==> src/rtl/pic16_seq_stack.sv <==
// pic16_seq_stack: program counter and hardware return stack for a PIC16-class core.
// The PC advances by one each cycle unless a load is requested. Load sources are
// interrupt entry, GOTO/CALL literal, computed PCL write, return pop, and SLEEP hold.
// The return stack has a configurable depth and either a circular or a saturating
// overflow policy. Overflow and underflow are reported through sticky flags.
// Optional feature: define STACK_OVF_TRAP_EN to redirect an overflowing push to
// TRAP_VEC and pulse TRAP. When the macro is undefined, TRAP is constant 0.
module pic16_seq_stack #(
  parameter int unsigned   AW       = 13,
  parameter int unsigned   LW       = 11,
  parameter int unsigned   DEPTH    = 8,
  parameter int unsigned   WRAP     = 1,
  parameter logic [AW-1:0] INT_VEC  = 13'h004,
  parameter logic [AW-1:0] TRAP_VEC = 13'h008
) (
  input  logic                       CLK,
  input  logic                       RST,
  input  logic                       STALL,
  input  logic                       JMP,
  input  logic [LW-1:0]              JA,
  input  logic [AW-9:0]              PCLATH,
  input  logic                       PCL_W,
  input  logic [7:0]                 PCL_D,
  input  logic                       PUSH,
  input  logic                       POP,
  input  logic                       INT_REQ,
  input  logic                       FLG_CLR,
  output logic [AW-1:0]              PC,
  output logic [$clog2(DEPTH):0]     STKN,
  output logic                       STK_FULL,
  output logic                       STK_EMPTY,
  output logic                       STK_OVF,
  output logic                       STK_UNF,
  output logic                       INT_ACK,
  output logic                       TRAP
);

  localparam int unsigned PW     = $clog2(DEPTH);
  localparam logic [PW:0] N_FULL = (PW+1)'(DEPTH);
  localparam bit          CIRC   = (WRAP != 0);

  typedef enum logic [2:0] {
    SRC_INC,
    SRC_HOLD,
    SRC_POP,
    SRC_PCL,
    SRC_JMP,
    SRC_INT,
    SRC_TRAP
  } pc_src_e;

  logic [AW-1:0] r_stack [DEPTH];
  logic [AW-1:0] r_pc;
  logic [PW-1:0] r_ptr;
  logic [PW:0]   r_stkn;
  logic          r_ovf;
  logic          r_unf;
  logic          r_int_ack;
  logic          r_trap;

  logic          w_full;
  logic          w_empty;
  logic          w_int;
  logic          w_push;
  logic          w_ovf_push;
  logic          w_unf_pop;
  logic          w_wr;
  logic          w_trap;
  logic [PW-1:0] w_ptr_inc;
  logic [PW-1:0] w_ptr_dec;
  logic [PW-1:0] w_ptr_nxt;
  logic [PW:0]   w_stkn_nxt;
  logic [AW-1:0] w_pop_val;
  logic [AW-1:0] w_jmp_tgt;
  logic [AW-1:0] w_pcl_tgt;
  logic [AW-1:0] w_pc_nxt;
  pc_src_e       w_src;

  assign w_full     = (r_stkn == N_FULL);
  assign w_empty    = (r_stkn == '0);
  // Interrupt entry only in a cycle without any other PC load.
  assign w_int      = INT_REQ && !JMP && !POP && !PCL_W;
  // A pop in the same cycle suppresses any push, including the one that interrupt entry implies.
  assign w_push     = (PUSH || w_int) && !POP;
  assign w_ovf_push = w_push && w_full;
  assign w_unf_pop  = POP && w_empty;
  assign w_wr       = w_push && (!w_full || CIRC);
  assign w_ptr_inc  = r_ptr + PW'(1);
  assign w_ptr_dec  = r_ptr - PW'(1);
  // A saturating stack returns address 0 when it is popped while empty.
  assign w_pop_val  = (w_empty && !CIRC) ? '0 : r_stack[w_ptr_dec];
  assign w_jmp_tgt  = {PCLATH[AW-9 -: AW-LW], JA};
  assign w_pcl_tgt  = {PCLATH, PCL_D};

`ifdef STACK_OVF_TRAP_EN
  assign w_trap = w_ovf_push;
`else
  assign w_trap = 1'b0;
`endif

  // Pick the PC source by priority: trap, interrupt, jump, PCL write, pop, stall, increment.
  always_comb begin
    w_src = SRC_INC;
    if (w_trap)        w_src = SRC_TRAP;
    else if (w_int)    w_src = SRC_INT;
    else if (JMP)      w_src = SRC_JMP;
    else if (PCL_W)    w_src = SRC_PCL;
    else if (POP)      w_src = SRC_POP;
    else if (STALL)    w_src = SRC_HOLD;
  end

  // Form the next PC from the selected source.
  always_comb begin
    w_pc_nxt = r_pc + AW'(1);
    case (w_src)
      SRC_TRAP: w_pc_nxt = TRAP_VEC;
      SRC_INT:  w_pc_nxt = INT_VEC;
      SRC_JMP:  w_pc_nxt = w_jmp_tgt;
      SRC_PCL:  w_pc_nxt = w_pcl_tgt;
      SRC_POP:  w_pc_nxt = w_pop_val;
      SRC_HOLD: w_pc_nxt = r_pc;
      default:  w_pc_nxt = r_pc + AW'(1);
    endcase
  end

  // Update the stack pointer and entry count under the chosen overflow policy.
  // When the stack is circular, the pointer still moves on overflow or underflow,
  // but the entry count stays pinned.
  always_comb begin
    w_ptr_nxt  = r_ptr;
    w_stkn_nxt = r_stkn;
    if (POP) begin
      if (!w_empty) begin
        w_ptr_nxt  = w_ptr_dec;
        w_stkn_nxt = r_stkn - (PW+1)'(1);
      end else if (CIRC) begin
        w_ptr_nxt  = w_ptr_dec;
      end
    end else if (w_push) begin
      if (!w_full) begin
        w_ptr_nxt  = w_ptr_inc;
        w_stkn_nxt = r_stkn + (PW+1)'(1);
      end else if (CIRC) begin
        w_ptr_nxt  = w_ptr_inc;
      end
    end
  end

  // Write the stack storage. It has no reset, and a cycle with reset asserted performs no write.
  always_ff @(posedge CLK) begin
    if (!RST && w_wr) begin
      r_stack[r_ptr] <= r_pc;
    end
  end

  // Update the PC, pointer, count, sticky flags and event pulses.
  // In each sticky flag, a new event has priority over FLG_CLR.
  always_ff @(posedge CLK) begin
    if (RST) begin
      r_pc      <= '0;
      r_ptr     <= '0;
      r_stkn    <= '0;
      r_ovf     <= 1'b0;
      r_unf     <= 1'b0;
      r_int_ack <= 1'b0;
      r_trap    <= 1'b0;
    end else begin
      r_pc      <= w_pc_nxt;
      r_ptr     <= w_ptr_nxt;
      r_stkn    <= w_stkn_nxt;
      r_ovf     <= w_ovf_push ? 1'b1 : (FLG_CLR ? 1'b0 : r_ovf);
      r_unf     <= w_unf_pop  ? 1'b1 : (FLG_CLR ? 1'b0 : r_unf);
      r_int_ack <= w_int;
      r_trap    <= w_trap;
    end
  end

  assign PC        = r_pc;
  assign STKN      = r_stkn;
  assign STK_FULL  = w_full;
  assign STK_EMPTY = w_empty;
  assign STK_OVF   = r_ovf;
  assign STK_UNF   = r_unf;
  assign INT_ACK   = r_int_ack;
  assign TRAP      = r_trap;

endmodule

==> config.mk <==
export PLATFORM = sky130hd
export DESIGN_NAME = pic16_seq_stack
export DESIGN_NICKNAME = d
export VERILOG_FILES = /design/src/rtl/pic16_seq_stack.sv
export SDC_FILE = /design/constraint.sdc
export NUM_CORES = 1
export LEC_CHECK = 0
export ABC_AREA = 1
export BUFFER_PORTS_ARGS = -buffer_cell sky130_fd_sc_hd__buf_2
export CORE_MARGIN = 2
export CORE_UTILIZATION = 45
export CTS_CLUSTER_DIAMETER = 80
export DETAILED_ROUTE_END_ITERATION = 16
export HOLD_SLACK_MARGIN = 0.05
export PLACE_DENSITY_LB_ADDON = 0.3
export REMOVE_ABC_BUFFERS = 1
export SLEW_MARGIN = 20
export SYNTH_ARGS = -nofsm -noshare
export SYNTH_HDL_FRONTEND = slang
export SYNTH_SLANG_ARGS = --single-unit
==> constraint.sdc <==
create_clock -name CLK -period 2.6 [get_ports CLK]
set_input_delay 0.26 -clock CLK [delete_from_list [all_inputs] [get_ports CLK]]
set_output_delay 0.26 -clock CLK [all_outputs]
set_load 0.03 [all_outputs]
==> flow_summary.ini, run 1 <==
[status]
outcome = finished, final reports clean

[power]
power.density_nw_per_um2 = 819
leakagePower_nw = 2.89
ir_worst_vdd_v = 0.000545

[floorplan]
start_util_pct = 46.6
num_rows = 41
io_pins = 56
die_h_um = 119
coreArea_um2 = 12700
die_w_um = 119
dieArea_um2 = 14100

[timing]
fmax_ghz = 0.491
finalClockSkew_ns = 0.00924
rsz0062_at_grt = false
post-route-period-util_pct = 78.3
worstMarginPinSlew_ns = 0.740
slew_headroom_pct = 50.5
finalHoldViolCount = 0
finalCriticalPeriod_ns = 2.04
setup_ws_ns = 0.564
slew_viol_final = 0
setup_viol = 0

[place]
dp_slack_ns = 0.417
port_buffers = 54
gp_congestion = 0.940
dpl.hpwl_mm = 10.8
place_area_um2 = 6480

[final_layout]
drive_above_1_share_pct = 19.2
final_area_um2 = 7080
layout.nets = 738
area_growth_pct = 19.4
fillers = 1148
num_antenna_cells = 0

[setup_path]
r2r_setup_slack_ns = 0.56
startpoint_type = register
cp_data_arrival_time_ns = 2.33
required_ns = 2.90
cp-end-kind = register
cp_max_fo = 19
crit_type = register to register

[grt]
grt_overflow = 0
grt_pass1_wl_mm = 25.7
grtUsageMet3_pct = 6.27
grt.met2_usage_pct = 35.3
grt_pass1_vias = 4573
grtUsageTotal_pct = 24.0
antenna_found_initial = 0
grt_max_degree = 58
grt_use_met1_pct = 34.2
busiest_layer = met2

[routing]
drtIter0Drc = 564
num_vias = 4732
viasPerCell = 5.35
antenna_left = 0
drc_errors = 0
firstDrtPassIters = 6
drt-wirelength-per-cell_um = 18.1
wl_mm = 16.0

[clocking]
cts_hold_buf = 0
cts_setup_buffers = 0
clk_path_buf_depth = 2
ctsResizeCount = 0
root_buffer = clkbuf_16
cts_max_level = 4
clock_sinks = 127
cts_buffers = 17
clk_latency_ns = 0.41
cts_tree = done
clkTransAtPathRegs_ns = 0.06

[synthesis]
synthFlopType = edfxtp_1
syn_inst = 624
synth_area_per_cell_um2 = 9.51
synth_seq_cells = 127
ys_warn_count = 0
synth_top_family_by_area = simple AND/OR/NAND/NOR gates
synth_fa_ha_area_share_pct = 1.39
synth-simple-area-share_pct = 22.6
async_reset_ff_share_pct = 0
ys_seq_area_share_pct = 60.4
synth_compound_area_share_pct = 7.59
synth-xor-area-share_pct = 1.88
synthMuxAreaShare_pct = 0
synth-edff-count = 104
syn-cell-area_um2 = 5930
yosysUniqueCellTypes = 39

[run]
cap_violations = 0

[worst_hold_path]
hp-class = primary input to register
-- registers in the layout (all words and copies together) (netlist names) --
| name | cells |
|---|---|
| STK_UNF | 1 |
| INT_ACK | 1 |
| STKN | 4 |
| STK_OVF | 1 |
| PC | 13 |
| r_stack | 104 |
| r_ptr | 3 |
-- logic make-up (layout without fill, tap and decap cells) --
kind of cell    Yosys count  after routing
fa+ha+maj                 6              6
buf+inv                  82            170
xor+xnor                 11             11
flops                   127            127
compound gates           81             81
other cells               1              1
simple gates            316            316
-- cells in the final DEF, fill, tap and decap left out, drive strengths merged --
cell type | netlist | routed
nand4 | 2 | 2
bufinv | 0 | 2
or2 | 4 | 4
a21boi | 1 | 1
clkinv | 0 | 1
a31oi | 1 | 1
nor2 | 88 | 88
clkbuf | 6 | 20
o211ai | 9 | 9
nor3 | 6 | 6
a21oi | 27 | 27
conb | 1 | 1
nand3 | 60 | 60
dfxtp | 23 | 23
buf | 20 | 82
edfxtp | 104 | 104
o21ai | 43 | 43
clkinvlp | 0 | 7
fa | 1 | 1
ha | 5 | 5
xnor2 | 6 | 6
nand2 | 154 | 154
inv | 56 | 58
xor2 | 5 | 5
nand3b | 2 | 2
-- power by group --
part | total, mW | internal (mW) | switching, mW
combinational | 1.06 | 0.333 | 0.725
clock | 2.37 | 1.49 | 0.882
sequential | 2.37 | 2.29 | 0.0776
total | 5.80 | 4.11 | 1.68
-- layout make-up --
| cell class | count | area [um2] | share of cell area [%] |
|---|---|---|---|
| Clock buffer | 20 | 467 | 6.59 |
| Multi-Input combinational cell | 415 | 1990 | 28.1 |
| Inverter | 56 | 213 | 3.00 |
| Sequential cell | 127 | 3580 | 50.6 |
| Clock inverter | 12 | 134 | 1.89 |
| Timing Repair Buffer | 82 | 480 | 6.79 |
| Tap cell | 172 | 215 | 3.04 |
-- final timing paths --
kind,startpoint,end,cells past startpoint
hold reg to reg,STK_UNF,STK_UNF,2
setup / recovery,r_ptr[1],PC[9],10
hold / removal,FLG_CLR,STK_UNF,4
setup reg to reg,r_ptr[1],PC[9],10
-- through the flow --
stage               utilization, %  power [mW]  hold WS [ns]  TNS (ns)  instances
floorplan                        -        3.07         0.322    -11.54        598
global placement              50.9        3.44         0.452         0        852
detailed placement            50.9        3.45         0.465         0        852
CTS                           55.7        5.80         0.107         0        884
global route                  55.7        6.02         0.153         0        884
finish                        55.7        5.80         0.114         0        884
-- critical path, cell delays in order (launching register included) --
cell     delay, ns
dfxtp_1       0.43
inv_1         0.11
ha_1          0.33
inv_2         0.32
nor2_1        0.09
o21ai_0       0.17
nand3_1       0.18
nand3_1       0.10
nand2_1       0.07
nor2_1        0.09
nor2_1        0.05
-- cell usage after synthesis, types with 2 or more instances --
cell,n,area [um2]
xnor2_1,5,43.8
ha_1,5,62.6
nor2_4,2,22.5
o21ai_0,39,195
nand2_1,152,571
buf_2,11,55.1
xor2_1,4,35.0
dfxtp_1,23,460
or2_2,4,25.0
nor3_2,2,20.0
o21ai_1,3,15.0
inv_1,51,191
edfxtp_1,104,3120
clkbuf_1,6,22.5
inv_2,4,15.0
nor3_1,4,20.0
buf_6,2,22.5
nand4_1,2,12.5
nand3b_1,2,15.0
o211ai_1,9,67.6
a21oi_1,25,125
buf_4,6,45.0
nand3_2,2,20.0
nand3_1,58,290
nor2_1,85,319
-- metal layers --
| metal | vias up | wire, um |
|---|---|---|
| li1 | 2229 | - |
| met3 | 24 | 1440 |
| met1 | 2234 | 7050 |
| met4 | 0 | 322 |
| met5 | - | 0 |
| met2 | 245 | 7230 |
(Power assumes the default switching activity.)
==> run 2: changes to the inputs <==
Settings changed: ABC_AREA 1 to 0.
Clock period 2.6 ns to 1.7 ns, I/O delays scaled along.
==> flow_summary.ini, run 2 <==
[final_layout]
area_growth_pct = 37.4
final_common_cell = edfxtp_1
num_antenna_cells = 0
final_cell_count_no_fill = 673
largest_reg_flops = 104
top_register = r_stack
fillers = 854
drive_above_1_share_pct = 46.4
layout_common_cells = edfxtp_1, buf_4, buf_2
ff_latch_area_um2 = 3590
multi_input_area_um2 = 1930
layout.nets = 552

[synthesis]
ys_top_cells_by_area = edfxtp_1, dfxtp_1, mux4_2
ys_warn_count = 0
synth_top_area_share_pct = 57.5
syn_inst = 362
synth_most_common_cell = edfxtp_1
synth-xor-area-share_pct = 2.93
synth_top_family_by_area = multiplexers
synth_fa_ha_area_share_pct = 1.52
ys_seq_area_share_pct = 66.0
synth_seq_cells = 127
synthFlopType = edfxtp_1
synth_commonest_cells = edfxtp_1, nand2_1, nor2_1, dfxtp_1, mux4_2
synth-simple-area-share_pct = 8.94
synth_compound_area_share_pct = 7.90
synthMuxAreaShare_pct = 10.5
yosysUniqueCellTypes = 46
async_reset_ff_share_pct = 0
synth_area_per_cell_um2 = 15.0
syn-cell-area_um2 = 5430
synth-edff-count = 104
synth_top_area_cell = edfxtp_1

[grt]
grt_pass1_wl_mm = 22.3
grtUsageTotal_pct = 24.4
grt_max_degree = 24
grt_pass1_vias = 3945
antenna_found_initial = 0
grt_overflow = 0

[power]
p_clk_share_pct = 36.2
combPwrFrac_pct = 24.5
seq_power_share_pct = 39.2
internal_power_mw = 6.77
p_sw_share_pct = 27.9
ir_worst_vdd_v = 0.000963
power.density_nw_per_um2 = 1260
leakagePower_nw = 2.76
p_total_mw = 9.38
netSwitchingPower_mw = 2.62

[timing]
rsz0062_at_grt = true
setup_ws_ns = -0.191
finalCriticalPeriod_ns = 1.89
setup_viol = 40
slew_viol_final = 0
fmax_ghz = 0.529
finalClockSkew_ns = 0.0132
tns_ns = -1.54
post-route-period-util_pct = 111
finalHoldViolCount = 0

[setup_path]
required_ns = 2.03
crit_slowest_cell = dfxtp_2
cp_max_fo = 4
crit_type = register to register
cp_data_arrival_time_ns = 2.22
startpoint_type = register
cp-end-kind = register
crit_chain = inv_2 -> ha_4 -> xor2_4 -> buf_6 -> mux4_2 -> nor2_1 -> or3_1 -> a311oi_2
slowest_delay_ns = 0.34

[run]
cap_violations = 0

[floorplan]
io_pins = 56
die_w_um = 114
num_rows = 40
coreArea_um2 = 11900
dieArea_um2 = 13000
die_h_um = 114
start_util_pct = 45.6

[place]
port_buffers = 54
dpl.hpwl_mm = 9.39
dp_cells = 618
gp_congestion = 0.832

[clocking]
clk_path_buf_depth = 2
clk_latency_ns = 0.42
cts_max_level = 4
root_buffer = clkbuf_16
cts_tree = done
cts_buffers = 17
clkTransAtPathRegs_ns = 0.06
clock_sinks = 127

[status]
violations = negative setup slack
outcome = finished, violations left

[routing]
viasPerCell = 5.83
drt-wirelength-per-cell_um = 22.7
firstDrtPassIters = 4
wl_mm = 15.2
drc_errors = 0
drtIter0Drc = 382
num_vias = 3921
antenna_left = 0

[worst_hold_path]
hp-class = primary input to register
run 2: kinds of logic after synthesis:
logic type	Yosys count
flip-flops	127
AND/OR/NAND/NOR	101
AO/OA/AOI/OAI	60
buffers and inverters	26
multiplexers	25
XOR/XNOR	16
adder cells (fa/ha/maj)	6
other	1
run 2: per-stage QoR:
| stage | setup WS, ns | hold WS, ns | util, % | instance area [um2] |
|---|---|---|---|---|
| 2_1_floorplan | -1.53 | 0.238 | - | 5340 |
| 3_5_place_dp | -0.319 | 0.482 | 53.7 | 6390 |
| 4_1_cts | -0.176 | 0.0606 | 60.9 | 7260 |
| 3_3_place_gp | -0.293 | 0.481 | 53.7 | 6390 |
| 5_1_grt | -0.290 | 0.0770 | 62.7 | 7460 |
| 6_report | -0.191 | 0.0690 | 62.7 | 7460 |
run 2: layout make-up:
| cell class | count | share of cell area (%) |
|---|---|---|
| flip-flops and latches | 127 | 48.2 |
| multi-input cells | 209 | 25.8 |
| repair buffers | 151 | 15.7 |
| clock buffers | 19 | 5.80 |
| well taps | 147 | 2.46 |
| clock inverters | 13 | 1.64 |
| inverters | 7 | 0.352 |
run 2: timing repair:
item                       in CTS  in global routing
pin swaps                       7                 21
hold buffers                    2                  0
buffers inserted               10                  6
hold endpoints to repair        2                  0
cloned                          4                  1
resized for setup              35                 39
setup endpoints to repair      36                 29
run 2: final timing paths:
check,from,to,depth (start not counted),slack [ns]
worst max-delay path,r_ptr[1],PC[9],8,-0.19
worst min-delay path,PCLATH[2],PC[10],3,0.07
worst max register to register,r_ptr[1],PC[9],8,-0.19
worst min register to register,STKN[1],STKN[1],2,0.57
run 2: power by group through the flow:
| stage | combinational, mW | clock [mW] | sequential (mW) |
|---|---|---|---|
| after floorplan | 0.845 | 0 | 3.90 |
| after global placement | 1.75 | 0 | 3.68 |
| after detailed placement | 1.79 | 0 | 3.68 |
| after CTS | 2.13 | 3.44 | 3.64 |
| after global routing | 2.43 | 3.55 | 3.70 |
| final | 2.30 | 3.40 | 3.68 |
run 2: routing by layer:
layer / track usage (%) / share of wire [%]
met1: 30.8 / 38
met2: 39.0 / 50
met3: 6.70 / 8.0
met4: 12.5 / 3.7
met5: 0 / 0
run 2: worst max-delay path, delay by kind of cell, from the launching register on:
family	cells	cell delay, ns
muxes	1	0.32
xor gates and xnor gates	1	0.20
adders and majority gates	1	0.17
buffers and inverters	2	0.20
DFF	1	0.34
and+or+nand+nor	2	0.35
AOI/OAI and AO/OA	1	0.21
==> run 3: changes to the inputs <==
Settings changed: GPL_TIMING_DRIVEN set to 0.
==> flow_summary.ini, run 3 (same netlist as run 2, synthesis figures left out) <==
[status]
outcome = finished, violations left
violations = negative setup slack

[grt]
grt_overflow = 0
grt_max_degree = 25
antenna_found_initial = 0
grtUsageTotal_pct = 21.8
grt_pass1_wl_mm = 20.4
grt_pass1_vias = 3700

[routing]
viasPerCell = 5.87
wl_mm = 13.6
drtIter0Drc = 354
antenna_left = 0
num_vias = 3641
drc_errors = 0
firstDrtPassIters = 5
drt-wirelength-per-cell_um = 21.9

[floorplan]
dieArea_um2 = 13000
start_util_pct = 45.6
io_pins = 56
die_h_um = 114
die_w_um = 114
num_rows = 40
coreArea_um2 = 11900

[power]
leakagePower_nw = 2.48
power.density_nw_per_um2 = 1300
p_clk_share_pct = 38.4
p_total_mw = 9.25
combPwrFrac_pct = 20.9
seq_power_share_pct = 40.7
netSwitchingPower_mw = 2.53
p_sw_share_pct = 27.3
internal_power_mw = 6.72
ir_worst_vdd_v = 0.000699

[final_layout]
ff_latch_area_um2 = 3610
final_area_um2 = 7120
multi_input_area_um2 = 1910
area_growth_pct = 31.2
layout_common_cells = edfxtp_1, buf_2, nand2_1
layout.nets = 499
drive_above_1_share_pct = 40.0
fillers = 873
final_cell_count_no_fill = 620
num_antenna_cells = 0
final_common_cell = edfxtp_1
largest_reg_flops = 104
top_register = r_stack

[setup_path]
startpoint_type = register
required_ns = 1.97
cp-startpoint = r_ptr[0]
cp-endpoint = PC[11]
r2r_end = PC[11]
crit_type = register to register
cp-end-kind = register
cp_data_arrival_time_ns = 2.43
regToRegStartpoint = r_ptr[0]
cp_max_fo = 5
reg2reg_depth = 9
r2r_setup_slack_ns = -0.45

[place]
place_area_um2 = 5940
port_buffers = 54
dpl.hpwl_mm = 7.72
dp_cells = 551
dp_slack_ns = -1.44
gp_congestion = 0.795

[timing]
slew_viol_final = 0
rsz0062_at_grt = true
finalHoldViolCount = 0
setup_ws_ns = -0.453
slew_headroom_pct = 48.1
post-route-period-util_pct = 127
worstMarginPinSlew_ns = 0.777
finalCriticalPeriod_ns = 2.15
finalClockSkew_ns = 0.00510
setup_viol = 85
fmax_ghz = 0.464

[clocking]
cts_max_level = 4
cts_buffers = 17
clk_latency_ns = 0.41
cts_tree = done
clock_sinks = 127
root_buffer = clkbuf_16
clkTransAtPathRegs_ns = 0.05
clk_path_buf_depth = 2

[run]
cap_violations = 0

[worst_hold_path]
hp-class = primary input to register
==> run 3: cell types whose count changed in the layout (fill, tap and decap cells not counted), sizes merged <==
cell	change
inv	-1
dlygate4sd3	+1
buf	-53
clkinv	-3
bufinv	+1
clkinvlp	+2
==> run 3: routing by layer <==
metal / track usage [%] / up-vias / routed length (um)
li1: - / 1618 / -
met1: 27.6 / 1844 / 5420
met2: 34.8 / 149 / 6860
met3: 6.48 / 30 / 822
met4: 10.5 / 0 / 480
met5: 0 / - / 0
==> run 3: stage by stage <==
step	TNS (ns)	hold WS, ns	util [%]
floorplan	-87.61	0.238	-
global placement	-228.52	0.479	48.6
detailed placement	-119.50	0.484	49.9
CTS	-3.59	0.0660	58.7
global route	-10.16	0.112	59.8
finish	-7.24	0.0728	59.8
==> run 3: critical path, stage by stage (launching register included) <==
cell,delay [ns]
dfxtp_4,0.36
buf_16,0.11
clkinvlp_4,0.10
ha_4,0.19
xor2_4,0.25
buf_6,0.14
mux4_2,0.48
or2_4,0.24
nand3_2,0.06
a31oi_1,0.07
==> run 3: worst min path at each step <==
| stage | cells after the start | to | startpoint |
|---|---|---|---|
| after global placement | 3 | PC[12] | PCLATH[4] |
| after detailed placement | 3 | PC[12] | PCLATH[4] |
| after global routing | 4 | STK_OVF | FLG_CLR |
| final | 3 | PC[10] | PCLATH[2] |
| after floorplan | 1 | PC[9] | RST |
| after CTS | 3 | PC[10] | PCLATH[2] |
==> run 3: area by class of cell <==
type / instances / area share [%]
Clock buffer: 20 / 6.13
Clock inverter: 12 / 2.02
Inverter: 7 / 0.421
Multi-Input combinational cell: 209 / 26.8
Sequential cell: 127 / 50.7
Tap cell: 147 / 2.58
Timing Repair Buffer: 98 / 11.3
==> run 3: timing repair <==
| action | 4_1_cts | 5_1_grt |
|---|---|---|
| pin swaps | 17 | 11 |
| gates resized for setup | 42 | 23 |
| buffers inserted | 27 | 7 |
| endpoints found under the hold margin | 3 | 0 |
| hold buffers | 3 | 0 |
| endpoints found under the setup margin | 121 | 120 |
==> run 3: power groups by stage <==
stage                     Combinational (mW)  Sequential, mW  Clock (mW)
after floorplan                        0.845            3.90           0
after global placement                  1.37            3.79           0
after detailed placement                1.45            3.79           0
after CTS                               1.77            3.73        3.60
after global routing                    2.08            3.79        3.74
final                                   1.93            3.76        3.55
